`src/rtl/voice_pkg.sv`:
```
// Shared constants for the voice scheduler block.
//   NOTE_W / HZ_W   : note index and frequency word widths of the synthesizer lookup
//   NOTE_MIN/MAX    : legal note range
//   StIdle/StApply  : scheduler FSM encodings
//   note_legal()    : range check used on incoming note-on events
package voice_pkg;

  localparam int unsigned NOTE_W   = 8;
  localparam int unsigned HZ_W     = 14;
  localparam int unsigned NOTE_MIN = 1;
  localparam int unsigned NOTE_MAX = 88;

  localparam logic [0:0] StIdle  = 1'b0;
  localparam logic [0:0] StApply = 1'b1;

  function automatic logic note_legal(input logic [NOTE_W-1:0] note,
                                      input int unsigned note_max);
    return (32'(note) >= NOTE_MIN) && (32'(note) <= note_max);
  endfunction

endpackage

```
`src/rtl/voice_scheduler_if.sv`:
```
// Bundle of the voice scheduler's event, lookup and voice-output signals.
//   ev_valid/ev_ready/ev_on/ev_note : key event handshake
//   syn_note / syn_hz               : synthesizer lookup request and registered result
//   voice_active / voice_hz         : per-voice state presented to tone generators
//   ev_dropped                      : pulse when an accepted event is discarded
// Modports: slave = scheduler side, master = event source / synthesizer side.
interface voice_scheduler_if #(
  parameter int unsigned NUM_VOICES = 4,
  parameter int unsigned HZ_W       = 14
);
  import voice_pkg::*;

  logic                       ev_valid;
  logic                       ev_ready;
  logic                       ev_on;
  logic [NOTE_W-1:0]          ev_note;
  logic [NOTE_W-1:0]          syn_note;
  logic [HZ_W-1:0]            syn_hz;
  logic [NUM_VOICES-1:0]      voice_active;
  logic [NUM_VOICES*HZ_W-1:0] voice_hz;
  logic                       ev_dropped;

  modport slave (
    input  ev_valid, ev_on, ev_note, syn_hz,
    output ev_ready, syn_note, voice_active, voice_hz, ev_dropped
  );

  modport master (
    output ev_valid, ev_on, ev_note, syn_hz,
    input  ev_ready, syn_note, voice_active, voice_hz, ev_dropped
  );

endinterface

```
`src/rtl/voice_pick.sv`:
```
// Combinational voice table search.
//   notes/active/ages : packed per-voice table
//   search            : note being looked up
//   match_hit/idx     : lowest active voice holding search
//   free_hit/idx      : lowest inactive voice
//   oldest_idx        : voice with the largest age, ties to the lowest index
module voice_pick
  import voice_pkg::*;
#(
  parameter int unsigned NUM_VOICES = 4,
  parameter int unsigned IDX_W      = 2,
  parameter int unsigned AGE_W      = 2
) (
  input  logic [NUM_VOICES*NOTE_W-1:0] notes,
  input  logic [NUM_VOICES-1:0]        active,
  input  logic [NUM_VOICES*AGE_W-1:0]  ages,
  input  logic [NOTE_W-1:0]            search,
  output logic                         match_hit,
  output logic [IDX_W-1:0]             match_idx,
  output logic                         free_hit,
  output logic [IDX_W-1:0]             free_idx,
  output logic [IDX_W-1:0]             oldest_idx
);

  logic [AGE_W-1:0] oldest_age;

  always_comb begin
    match_hit  = 1'b0;
    match_idx  = '0;
    free_hit   = 1'b0;
    free_idx   = '0;
    oldest_idx = '0;
    oldest_age = '0;
    for (int unsigned v = 0; v < NUM_VOICES; v++) begin
      if (!match_hit && active[v] && (notes[v*NOTE_W +: NOTE_W] == search)) begin
        match_hit = 1'b1;
        match_idx = IDX_W'(v);
      end
      if (!free_hit && !active[v]) begin
        free_hit = 1'b1;
        free_idx = IDX_W'(v);
      end
      // Strict compare keeps the lowest index on ties.
      if (ages[v*AGE_W +: AGE_W] > oldest_age) begin
        oldest_age = ages[v*AGE_W +: AGE_W];
        oldest_idx = IDX_W'(v);
      end
    end
  end

endmodule

```
`src/rtl/voice_scheduler.sv`:
```
// Polyphonic voice allocator and synthesizer lookup scheduler.
//   clk, reset : system clock, synchronous active-high reset
//   bus        : voice_scheduler_if.slave (event handshake, lookup port, voice outputs)
// Events are accepted in IDLE and decided in the following APPLY cycle. The single lookup
// port is given to the event in APPLY; every other cycle refreshes voice ptr round-robin.
// Lookup results are captured one cycle later only if the voice still holds the issued note.
// Build option: define VOICE_STEAL_EN to steal the oldest voice when all voices are busy;
// otherwise such a note-on is dropped.
module voice_scheduler #(
  parameter int unsigned NUM_VOICES = 4,
  parameter int unsigned NOTE_MAX   = voice_pkg::NOTE_MAX,
  parameter int unsigned HZ_W       = voice_pkg::HZ_W
) (
  input logic              clk,
  input logic              reset,
  voice_scheduler_if.slave bus
);
  import voice_pkg::*;

  localparam int unsigned IDX_W = (NUM_VOICES > 1) ? $clog2(NUM_VOICES) : 1;
  localparam int unsigned AGE_W = IDX_W;
  localparam logic [AGE_W-1:0] AGE_SAT = AGE_W'(NUM_VOICES - 1);
  localparam logic [IDX_W-1:0] PTR_LAST = IDX_W'(NUM_VOICES - 1);

  logic [0:0]                 state_q, state_d;
  logic                       ev_on_q;
  logic [NOTE_W-1:0]          ev_note_q;
  logic [NUM_VOICES*NOTE_W-1:0] note_q, note_d;
  logic [NUM_VOICES-1:0]      active_q, active_d;
  logic [NUM_VOICES*AGE_W-1:0] age_q, age_d;
  logic [IDX_W-1:0]           ptr_q, ptr_d;
  logic                       issue_valid_q, issue_valid_d;
  logic [IDX_W-1:0]           issue_idx_q, issue_idx_d;
  logic [NOTE_W-1:0]          issue_note_q, issue_note_d;
  logic [NUM_VOICES*HZ_W-1:0] hz_q, hz_d;

  logic             is_apply;
  logic             accept;
  logic             alloc;
  logic [IDX_W-1:0] alloc_idx;
  logic             rel_en;
  logic [IDX_W-1:0] rel_idx;
  logic             drop;
  logic             cap_ok;

  logic             match_hit, free_hit;
  logic [IDX_W-1:0] match_idx, free_idx, oldest_idx;

  voice_pick #(
    .NUM_VOICES (NUM_VOICES),
    .IDX_W      (IDX_W),
    .AGE_W      (AGE_W)
  ) u_pick (
    .notes      (note_q),
    .active     (active_q),
    .ages       (age_q),
    .search     (ev_note_q),
    .match_hit  (match_hit),
    .match_idx  (match_idx),
    .free_hit   (free_hit),
    .free_idx   (free_idx),
    .oldest_idx (oldest_idx)
  );

  assign is_apply = (state_q == StApply);
  assign accept   = bus.ev_valid && bus.ev_ready;

  // Event decision, only meaningful in APPLY.
  always_comb begin
    alloc     = 1'b0;
    alloc_idx = '0;
    rel_en    = 1'b0;
    rel_idx   = '0;
    drop      = 1'b0;
    if (is_apply) begin
      if (ev_on_q) begin
        if (!note_legal(ev_note_q, NOTE_MAX)) begin
          drop = 1'b1;
        end else if (match_hit) begin
          alloc     = 1'b1;
          alloc_idx = match_idx;
        end else if (free_hit) begin
          alloc     = 1'b1;
          alloc_idx = free_idx;
        end else begin
`ifdef VOICE_STEAL_EN
          alloc     = 1'b1;
          alloc_idx = oldest_idx;
`else
          drop      = 1'b1;
`endif
        end
      end else if (match_hit) begin
        rel_en  = 1'b1;
        rel_idx = match_idx;
      end
    end
  end

  // Voice table update.
  always_comb begin
    note_d   = note_q;
    active_d = active_q;
    age_d    = age_q;
    if (alloc) begin
      for (int unsigned v = 0; v < NUM_VOICES; v++) begin
        if (IDX_W'(v) == alloc_idx) begin
          note_d[v*NOTE_W +: NOTE_W] = ev_note_q;
          active_d[v]                = 1'b1;
          age_d[v*AGE_W +: AGE_W]    = '0;
        end else if (active_q[v] && (age_q[v*AGE_W +: AGE_W] < AGE_SAT)) begin
          age_d[v*AGE_W +: AGE_W] = age_q[v*AGE_W +: AGE_W] + 1'b1;
        end
      end
    end
    if (rel_en) begin
      active_d[rel_idx] = 1'b0;
    end
  end

  // Lookup port arbitration: the event owns APPLY, refresh owns every other cycle.
  always_comb begin
    issue_valid_d = 1'b0;
    issue_idx_d   = ptr_q;
    issue_note_d  = '0;
    if (alloc) begin
      issue_valid_d = 1'b1;
      issue_idx_d   = alloc_idx;
      issue_note_d  = ev_note_q;
    end else if (!is_apply && active_q[ptr_q]) begin
      issue_valid_d = 1'b1;
      issue_note_d  = note_q[int'(ptr_q)*NOTE_W +: NOTE_W];
    end
  end

  always_comb begin
    ptr_d = ptr_q;
    if (!is_apply) begin
      ptr_d = (ptr_q == PTR_LAST) ? '0 : ptr_q + 1'b1;
    end
  end

  // A result lands only on a voice that still holds the note it was issued for.
  assign cap_ok = issue_valid_q && active_q[issue_idx_q] &&
                  (note_q[int'(issue_idx_q)*NOTE_W +: NOTE_W] == issue_note_q);

  always_comb begin
    hz_d = hz_q;
    if (cap_ok) begin
      hz_d[int'(issue_idx_q)*HZ_W +: HZ_W] = bus.syn_hz;
    end
    // Release wins over a capture landing in the same cycle.
    if (rel_en) begin
      hz_d[int'(rel_idx)*HZ_W +: HZ_W] = '0;
    end
  end

  always_comb begin
    state_d = state_q;
    if (is_apply) begin
      state_d = StIdle;
    end else if (accept) begin
      state_d = StApply;
    end
  end

  always_ff @(posedge clk) begin
    if (reset) begin
      state_q       <= StIdle;
      ev_on_q       <= 1'b0;
      ev_note_q     <= '0;
      note_q        <= '0;
      active_q      <= '0;
      age_q         <= '0;
      ptr_q         <= '0;
      issue_valid_q <= 1'b0;
      issue_idx_q   <= '0;
      issue_note_q  <= '0;
      hz_q          <= '0;
    end else begin
      state_q       <= state_d;
      if (accept) begin
        ev_on_q   <= bus.ev_on;
        ev_note_q <= bus.ev_note;
      end
      note_q        <= note_d;
      active_q      <= active_d;
      age_q         <= age_d;
      ptr_q         <= ptr_d;
      issue_valid_q <= issue_valid_d;
      issue_idx_q   <= issue_idx_d;
      issue_note_q  <= issue_note_d;
      hz_q          <= hz_d;
    end
  end

  assign bus.ev_ready     = !reset && (state_q == StIdle);
  assign bus.syn_note     = reset ? '0 : issue_note_d;
  assign bus.ev_dropped   = !reset && drop;
  assign bus.voice_active = active_q;
  assign bus.voice_hz     = hz_q;

endmodule
```
`src/flat_wrapper.sv`:
```
// flat-port wrapper written by rule: the top's interface ports become plain ports
module voice_scheduler_flat import voice_pkg::*;
#(
  parameter int unsigned NUM_VOICES = 4,
  parameter int unsigned NOTE_MAX   = voice_pkg::NOTE_MAX,
  parameter int unsigned HZ_W       = voice_pkg::HZ_W
)
  (clk, reset, bus_ev_valid, bus_ev_on, bus_ev_note, bus_syn_hz, bus_ev_ready, bus_syn_note, bus_voice_active, bus_voice_hz, bus_ev_dropped);
  voice_scheduler_if #(.NUM_VOICES(NUM_VOICES), .HZ_W(HZ_W)) bus_i ();
  input logic clk;
  input logic reset;
  input wire logic [$bits(bus_i.ev_valid)-1:0] bus_ev_valid;
  input wire logic [$bits(bus_i.ev_on)-1:0] bus_ev_on;
  input wire logic [$bits(bus_i.ev_note)-1:0] bus_ev_note;
  input wire logic [$bits(bus_i.syn_hz)-1:0] bus_syn_hz;
  output wire logic [$bits(bus_i.ev_ready)-1:0] bus_ev_ready;
  output wire logic [$bits(bus_i.syn_note)-1:0] bus_syn_note;
  output wire logic [$bits(bus_i.voice_active)-1:0] bus_voice_active;
  output wire logic [$bits(bus_i.voice_hz)-1:0] bus_voice_hz;
  output wire logic [$bits(bus_i.ev_dropped)-1:0] bus_ev_dropped;
  assign bus_i.ev_valid = bus_ev_valid;
  assign bus_i.ev_on = bus_ev_on;
  assign bus_i.ev_note = bus_ev_note;
  assign bus_i.syn_hz = bus_syn_hz;
  assign bus_ev_ready = bus_i.ev_ready;
  assign bus_syn_note = bus_i.syn_note;
  assign bus_voice_active = bus_i.voice_active;
  assign bus_voice_hz = bus_i.voice_hz;
  assign bus_ev_dropped = bus_i.ev_dropped;
  voice_scheduler #(.NUM_VOICES(NUM_VOICES), .NOTE_MAX(NOTE_MAX), .HZ_W(HZ_W)) u_core (.clk(clk), .reset(reset), .bus(bus_i));
endmodule
```
`config.mk`:
```
export PLATFORM = sky130hd
export DESIGN_NAME = voice_scheduler_flat
export DESIGN_NICKNAME = d
export VERILOG_FILES = /design/src/rtl/voice_pkg.sv /design/src/rtl/voice_scheduler_if.sv /design/src/rtl/voice_pick.sv /design/src/rtl/voice_scheduler.sv /design/src/flat_wrapper.sv
export SDC_FILE = /design/constraint.sdc
export NUM_CORES = 1
export LEC_CHECK = 0
export BUFFER_PORTS_ARGS = -buffer_cell sky130_fd_sc_hd__buf_2
export CAP_MARGIN = 25
export CELL_PAD_IN_SITES_DETAIL_PLACEMENT = 1
export CELL_PAD_IN_SITES_GLOBAL_PLACEMENT = 1
export CORE_AREA = 2 2 135 137
export CTS_BUF_LIST = sky130_fd_sc_hd__clkbuf_16
export CTS_CLUSTER_SIZE = 10
export DETAILED_ROUTE_END_ITERATION = 16
export DIE_AREA = 0 0 137 139
export PLACE_DENSITY = 0.84
export SYNTH_ARGS = -nofsm -noshare
export SYNTH_HDL_FRONTEND = slang
export SYNTH_HIERARCHICAL = 1
export SYNTH_SLANG_ARGS = --single-unit
```
`constraint.sdc`:
```
create_clock -name clk -period 3.5 [get_ports clk]
set_input_delay 0.525 -clock clk [delete_from_list [all_inputs] [get_ports clk]]
set_output_delay 0.525 -clock clk [all_outputs]
set_load 0.05 [all_outputs]
```
# After elaboration in Yosys (flattened, before gate mapping)
# Index checks and enable logic that the tools add are counted.
# word_totals
word_cells	135
inputBits	26
output_inout_bits	70
ff_bits	115
# op_classes
n_addsub	3
reduce_logical	34
magnitude_cmp	6
multipliers	2
n_bitwise	3
eq_ne	9
muxes	59
shift	6
# op_table
operator	count
$bwmux 56	2
$mux 56	2
$shift 14x34->56 const A	2
$neg 6->34	2
$shiftx 32x6->8	2
$shiftx 14x34->56	1
$shiftx 14x34->56 const A	1
$eq 8x8->1	5
$mux 1	33
$mux 2	14
$mux 8	3
$logic_and 1x1->1	18
$logic_not 1->1	10
$mul 2x3->5 const B	2
$lt 2x3->1 const B	3
$ge 8x1->1 const B	1
$le 8x7->1 const B	1
$mux 4	2
$reduce_and 2->1	4
$and 4x4->4	1
$bmux 1 s2	2
$eq 2x2->1 const A	2
$not 4->4	1
$add 2x1->2 const B	1
other kinds (7)	7

# Depth between registers and ports, before layout
# Gate-level depths: netlist (run 1).
# depth
ltp_word	25
mapped_depth	12
depth_no_buf	10

# Hierarchy
# The synthesis (run 1) kept the hierarchy.
# modules_own_cells
mod	seq_area_each_um2	instances	cells_each	area_per_inst_um2
voice_scheduler	2462.4	1	697	6232.2
voice_pick	0.0	1	88	640.6

# Worst setup path after synthesis (run 1)
# No wires, ideal clock.
# synth_path
path_type	reg-to-reg
start	reg u_core.issue_idx_q[0]
end	reg u_core.hz_q[10], in the netlist u_core/bus.voice_hz[10]
required_ps	3428
arrival_ps	3548
slack_ps	-119
setup_time_ps	72
path_buffers	4
period_less_slack_ps	3619
path_stages_with_launch	12
path_cell_list	dfxtp_1 > buf_6 > clkbuf_1 > clkbuf_1 > clkinv_1 > ha_1 > clkbuf_1 > or3b_2 > a211oi_1 > and2_1 > nand2_1 > mux2i_1
# synth_between
elab_chain_len	7
elab_cells_between_ends	14
cone_classes	add/sub (1); mul (1); eq/ne (1); shift (3); mux (6); reduce/logical (2)
# synth_rtl
item	line_no	source
start, declared	voice_scheduler.sv:33	logic [IDX_W-1:0] issue_idx_q, issue_idx_d;
start signal, assigned	voice_scheduler.sv:191	issue_idx_q <= issue_idx_d;
$mul 2x3->5 / $bmux 1 s2 (equally long branches)	voice_scheduler.sv:150, voice_scheduler.sv:144	
$neg 6->34 / $mux 1 (equally long branches)	voice_scheduler.sv:150, voice_scheduler.sv:144	
$shiftx 14x34->56, or another cell as far along	voice_scheduler.sv:150	hz_d[int'(issue_idx_q)*HZ_W +: HZ_W] = bus.syn_hz;
$bwmux 56 / $logic_and 1x1->1 (equally long branches)	voice_scheduler.sv:150, voice_scheduler.sv:144	
$mux 56 *	voice_scheduler.sv:149	if (cap_ok) begin
$bwmux 56	voice_scheduler.sv:154	hz_d[int'(rel_idx)*HZ_W +: HZ_W] = '0;
$mux 56 *	voice_scheduler.sv:153	if (rel_en) begin
end signal, assigned	voice_scheduler.sv:193	hz_q <= hz_d;
end, declared	voice_scheduler.sv:35	logic [NUM_VOICES*HZ_W-1:0] hz_q, hz_d;
# Mark *: on every way between the ends. The rest lies on a longest branch, timed or not. The select of a mux whose other input is x is not followed.
# A chain may end at the register's enable or synchronous reset.

# Worst setup path in the final report (run 1)
# layout_path
start	reg u_core.ev_note_q[4]
end	out bus_syn_note[4]
# layout_between
elab_chain_len	21
elab_cells_between_ends	27
cone_classes	order compare (2); eq/ne (4); mux (10); reduce/logical (11)
# layout_rtl
item	line_no	source
start, declared	voice_scheduler.sv:27	logic [NOTE_W-1:0] ev_note_q;
start signal, assigned	voice_scheduler.sv:184	ev_note_q <= bus.ev_note;
$eq 8x8->1	voice_pick.sv:35	if (!match_hit && active[v] && (notes[v*NOTE_W +: NOTE_W] == search)) begin
$logic_and 1x1->1	voice_pick.sv:35	
$mux 1	voice_pick.sv:35	
$logic_not 1->1	voice_pick.sv:35	
$logic_and 1x1->1 (2 in a row)	voice_pick.sv:35	
$mux 1	voice_pick.sv:35	
$logic_not 1->1	voice_pick.sv:35	
$logic_and 1x1->1 (2 in a row)	voice_pick.sv:35	
(+4 left out)	-	
$mux 1 *	voice_pick.sv:35	
net u_core.match_hit	voice_scheduler.sv:46	logic match_hit, free_hit;
$mux 1 *	voice_scheduler.sv:79	end else if (match_hit) begin
$mux 1 *	voice_scheduler.sv:77	if (!note_legal(ev_note_q, NOTE_MAX)) begin
$mux 1 *	voice_scheduler.sv:76	if (ev_on_q) begin
$mux 1 *	voice_scheduler.sv:75	if (is_apply) begin
$mux 8 *	voice_scheduler.sv:126	if (alloc) begin
$mux 8 *	voice_scheduler.sv:198	assign bus.syn_note = reset ? '0 : issue_note_d;
end, declared	flat_wrapper.sv:17	output wire logic [$bits(bus_i.syn_note)-1:0] bus_syn_note;
# Mark *: on every way through the listed nets, which the timed path passes. The rest lies on a longest branch.

==> results of run 1 <==
## stage by stage
stage          util (%)  power [mW]  std cells  instance area [µm²]
5_1_grt            44.1        3.65       1058                 7790
3_5_place_dp       40.4        1.80       1024                 7130
4_1_cts            43.8        3.54       1056                 7730
6_report           44.1        3.52       1058                 7790
3_3_place_gp       40.4        1.79       1024                 7130
2_1_floorplan         -        1.66        713                 6290
## layout make-up
cell class / count / area, µm² / area share [%]
clock buffers: 17 / 425 / 5.46
clock inverters: 15 / 158 / 2.02
inverters: 7 / 26.3 / 0.337
multi-input cells: 539 / 3750 / 48.2
flip-flops and latches: 115 / 2310 / 29.6
well taps: 229 / 287 / 3.68
repair buffers: 136 / 833 / 10.7
## state kept, by name (all words and copies together) (netlist names)
register and flops:
u_core/bus.voice_active 4, u_core/bus.voice_hz 56, u_core/ev_note_q 8, u_core/ev_on_q 1
u_core/is_apply 1, u_core/issue_idx_q 2, u_core/issue_note_q 8, u_core/issue_valid_q 1
u_core/note_q 32, u_core/ptr_q 2
## worst max-delay path by stage
stage                     slack (ps)                       start               to
after detailed placement         300         u_core/ev_note_q[4]  bus_syn_note[4]
final                            200         u_core/ev_note_q[4]  bus_syn_note[4]
after global placement           430         u_core/ev_note_q[4]  bus_syn_note[0]
after floorplan                   60  u_core/bus.voice_active[1]  bus_syn_note[4]
after global routing              20         u_core/ev_note_q[4]  bus_syn_note[4]
after CTS                         10         u_core/ev_note_q[7]  bus_syn_note[4]
## worst reg2reg max path, cell delays in order, from the launching register on
cell,delay [ps]
dfxtp_1,550
buf_4,240
clkinv_1,320
ha_1,420
buf_4,230
xnor2_1,480
a222oi_1,240
nor2_1,320
nand2_1,120
mux2i_1,140
## routing by layer
metal  wire length, µm  global-route usage, %  share of wire [%]  vias up
met5                 0                      0                  0        -
met4               701                   9.82                3.1        0
met3              1250                   5.01                5.5       50
met2             11400                   40.5                 50      230
met1              9240                   28.7                 41     2981
li1                  -                      -                  -     2738
## power breakdown
group,leakage (nW),switching (mW),internal (mW)
logic,1.71,0.279,0.160
registers,0.930,0.0344,1.32
clock network,0.278,0.673,1.05
## what timing repair did
| item | CTS | global route |
|---|---|---|
| cloned | 0 | 1 |
| pin swaps | 0 | 4 |
| gates resized for setup | 11 | 11 |
| hold buffers | 0 | 0 |
| setup endpoints to repair | 7 | 7 |
| buffers inserted | 0 | 1 |
==> flow_summary.toml, run 1 <==
[status]
status = "complete, no violations"

[detailed_routing]
viasPerCell = 5.67
wl_per_cell_um = 21.3
ant_nets = 0
drt-pass1-iter-count = 5
drc_errors = 0
wl_mm = 22.6
via_count = 5999
detail_route.iter0.violations = 531

[cts]
cts_tree = "yes"
clk_pin_slew_ps = 60
cts_sinks = 115
cts.path.max_buffers = 2
cts_buffers = 17
cts_root_buf = "clkbuf_16"
h-tree-depth = 4
clkLatencyLatePin_ps = 420

[final_layout]
drive_above_1_share_pct = 25.7
final_nets = 848
fillers = 2102
n_antenna_cell = 0
final_common_cell = "nand2_1"
synthToLayoutAreaGrowth_pct = 24.0
most-common-layout-cells = "nand2_1 (136), dfxtp_1 (110), buf_2 (88)"

[worst_hold_path]
holdPathStages = 3
hp-class = "in2reg"
holdPathEnd = "u_core/ev_note_q[5]"
min_from = "bus_ev_note[5]"

[critical_path]
crit_top_cell = "nor2_1"
crit_path_top_delay_cell = "dfxtp_2"
reg2reg_depth = 9
path_depth = 12
reg2reg_to = "u_core/bus.voice_hz[53]"
crit_chain = "buf_4, xnor2_1, nand4_1, nor3_4, nor2b_4, nand2_2, nor2_1, nor4_4, clkbuf_16, a22oi_1, nor2_1, buf_6"
required_ps = 2970
path_delay_family = "simple AND/OR/NAND/NOR gates"
r2r_start = "u_core/issue_idx_q[0]"
worst-path-max-fanout = 13
r2r_slack_ps = 370
cp-start-kind = "flop"
criticalPathCategory = "reg2out"
cpPeakStageDelay_ps = 420
endpoint_kind = "output pin"
path_buf_inv = 3
arrival_ps = 2770

[grt]
antenna_found_initial = 0
grt_max_degree = 31
grt_pass1_vias = 6269
grt_pass1_wl_mm = 34.8
grt_overflow = 0
grt.total_usage_pct = 23.7

[yosys]
synthesis.area_um2 = 6280
ys_warn_count = 6
synth_area_per_cell_um2 = 8.81
syn_nets = 745
syn_inst = 713

[placement]
port_buffers = 95
hpwl_mm = 15.3
pre_cts_ws_ps = 301
gp_congestion = 0.914

[timing]
min_period_over_period_pct = 94.2
setup_violations = 0
drv_slew = 0
tightest_slew_ps = 790
rsz0062_at_grt = "no"
hold_viol_final = 0
whs_ps = 317
fin_crit_ps = 3300
fin_tns_setup_ps = 0
worst_slack_ps = 202
fin_skew_ps = 8.15
slew_headroom_pct = 46.9
max_freq_mhz = 303

[power]
ir_drop_v = 0.000469
p_leak_nw = 2.91
p_per_area_nw_per_um2 = 452

[die]
die-width_um = 137
fp-row-count = 49
core_area_um2 = 17700
floorplan.initialDensity_pct = 35.6
pin_count = 96
die-area_um2 = 19000
die_h_um = 139

[job]
max-cap-violations = 0
Power figures use the tool's default switching activity.
==> run 2: changes to the inputs <==
Settings changed: CORE_AREA 2 2 135 137 to 2 2 128 143, DIE_AREA 0 0 137 139 to 0 0 130 145.
==> flow_summary.toml, run 2 (synthesis results as in run 1) <==
[status]
status = "complete, no violations"

[cts]
cts_root_buf = "clkbuf_16"
clkLatencyLatePin_ps = 430
clk_pin_slew_ps = 60
cts.path.max_buffers = 2
cts_tree = "yes"
cts_sinks = 115
h-tree-depth = 4
cts_hold_buf = 0
cts_buffers = 17

[final_layout]
fillers = 2068
final_common_cell = "nand2_1"
largest_reg_flops = 56
final_nets = 849
most-common-layout-cells = "nand2_1 (136), dfxtp_1 (107), buf_2 (89)"
n_antenna_cell = 0
final_util_pct = 45.0
design_area_um2 = 7840
synthToLayoutAreaGrowth_pct = 24.7
drive_above_1_share_pct = 26.4

[timing]
whs_ps = 303
setup_violations = 0
drv_slew = 0
fin_crit_ps = 3390
min_period_over_period_pct = 97.0
fin_skew_ps = 8.26
tightest_slew_ps = 905
slew_headroom_pct = 39.1
hold_viol_final = 0
max_freq_mhz = 295
worst_slack_ps = 106

[detailed_routing]
wl_per_cell_um = 20.6
drt-pass1-iter-count = 5
detail_route.iter0.violations = 540
via_count = 5912
wl_mm = 22.0
ant_nets = 0
drc_errors = 0
viasPerCell = 5.54

[critical_path]
crit_start = "u_core/ev_note_q[4]"
endpoint_kind = "output pin"
criticalPathCategory = "reg2out"
r2r_slack_ps = 240
cp-start-kind = "flop"
reg2reg_to = "u_core/note_q[17]"
reg2reg_depth = 11
r2r_start = "u_core/ev_note_q[4]"
arrival_ps = 2870
worst-path-max-fanout = 7
required_ps = 2970
setup.worst_path.end = "bus_syn_note[1]"

[placement]
placed_area_um2 = 7100
port_buffers = 95
pre_cts_ws_ps = 241
hpwl_mm = 15.2
gp_congestion = 0.903

[grt]
grt.total_usage_pct = 23.5
grt_max_degree = 37
grt_pass1_vias = 6178
grt_overflow = 0
antenna_found_initial = 0
grt_pass1_wl_mm = 34.0

[power]
power.total_mw = 3.60
p_leak_nw = 2.92
p_per_area_nw_per_um2 = 459
ir_drop_v = 0.000332

[worst_hold_path]
hp-class = "in2reg"

[die]
die-area_um2 = 18900
floorplan.initialDensity_pct = 36.1
pin_count = 96
fp-row-count = 51
core_area_um2 = 17400
die-width_um = 130
die_h_um = 145

[job]
max-cap-violations = 0
[run 2: changes by cell type in the layout (fill, tap and decap cells not counted), sizes merged]
| cell | before | now |
|---|---|---|
| clkinvlp | 3 | 5 |
| inv | 9 | 11 |
| clkinv | 8 | 3 |
| clkbuf | 18 | 17 |
| bufinv | 2 | 3 |
| buf | 135 | 137 |
[run 2: worst min path at each step]
stage | from | end | slack, ps | cells after the start
global route | bus_ev_note[7] | u_core/ev_note_q[7] | 320 | 3
CTS | bus_ev_note[7] | u_core/ev_note_q[7] | 290 | 3
finish | bus_ev_note[7] | u_core/ev_note_q[7] | 300 | 3
floorplan | u_core/note_q[23] | u_core/note_q[23] | 440 | 2
detailed placement | u_core/bus.voice_hz[53] | u_core/bus.voice_hz[53] | 440 | 2
global placement | u_core/bus.voice_hz[54] | u_core/bus.voice_hz[54] | 440 | 2
[run 2: routing by layer]
layer	vias to the layer above	GRT usage, %	wire length [µm]
met5	-	0	0
met4	0	11.5	864
li1	2738	-	-
met2	213	41.1	11200
met3	52	4.68	1110
met1	2909	26.9	8740
[run 2: area by class of cell]
cell class              instances  area (µm²)  area share [%]
clock buffers                  17         425            5.43
well taps                     238         298            3.80
multi-input cells             539        3770            48.1
clock inverters                15         179            2.28
inverters                       7        26.3           0.335
flip-flops and latches        115        2310            29.5
repair buffers                137         821            10.5
[run 2: critical path, stage by stage (launching register included)]
cell and delay (ps):
dfxtp_4 380, xor2_1 180, nor4_2 390, nand4_1 190, nor2b_4 190, nand2_4 90
nor2_2 70, nor4_4 310, buf_6 190, a22oi_1 100, nor2_1 160, buf_6 190
[run 2: timing repair]
item                                    4_1_cts  5_1_grt
cloned                                        1        0
endpoints found under the setup margin        7        7
gates resized for setup                      18       11
buffers inserted                              2        3
pin swaps                                     2        4
[run 2: power breakdown]
part | total (mW) | internal (mW) | switching (mW)
clock network | 1.81 | 1.12 | 0.685
registers | 1.36 | 1.32 | 0.0316
logic | 0.432 | 0.157 | 0.275
total | 3.60 | 2.60 | 0.991
[run 2: per-stage QoR]
stage	std cells	setup TNS, ps
2_1_floorplan	713	0
3_3_place_gp	1030	0
3_5_place_dp	1030	0
4_1_cts	1065	0
5_1_grt	1068	-88.7
6_report	1068	0
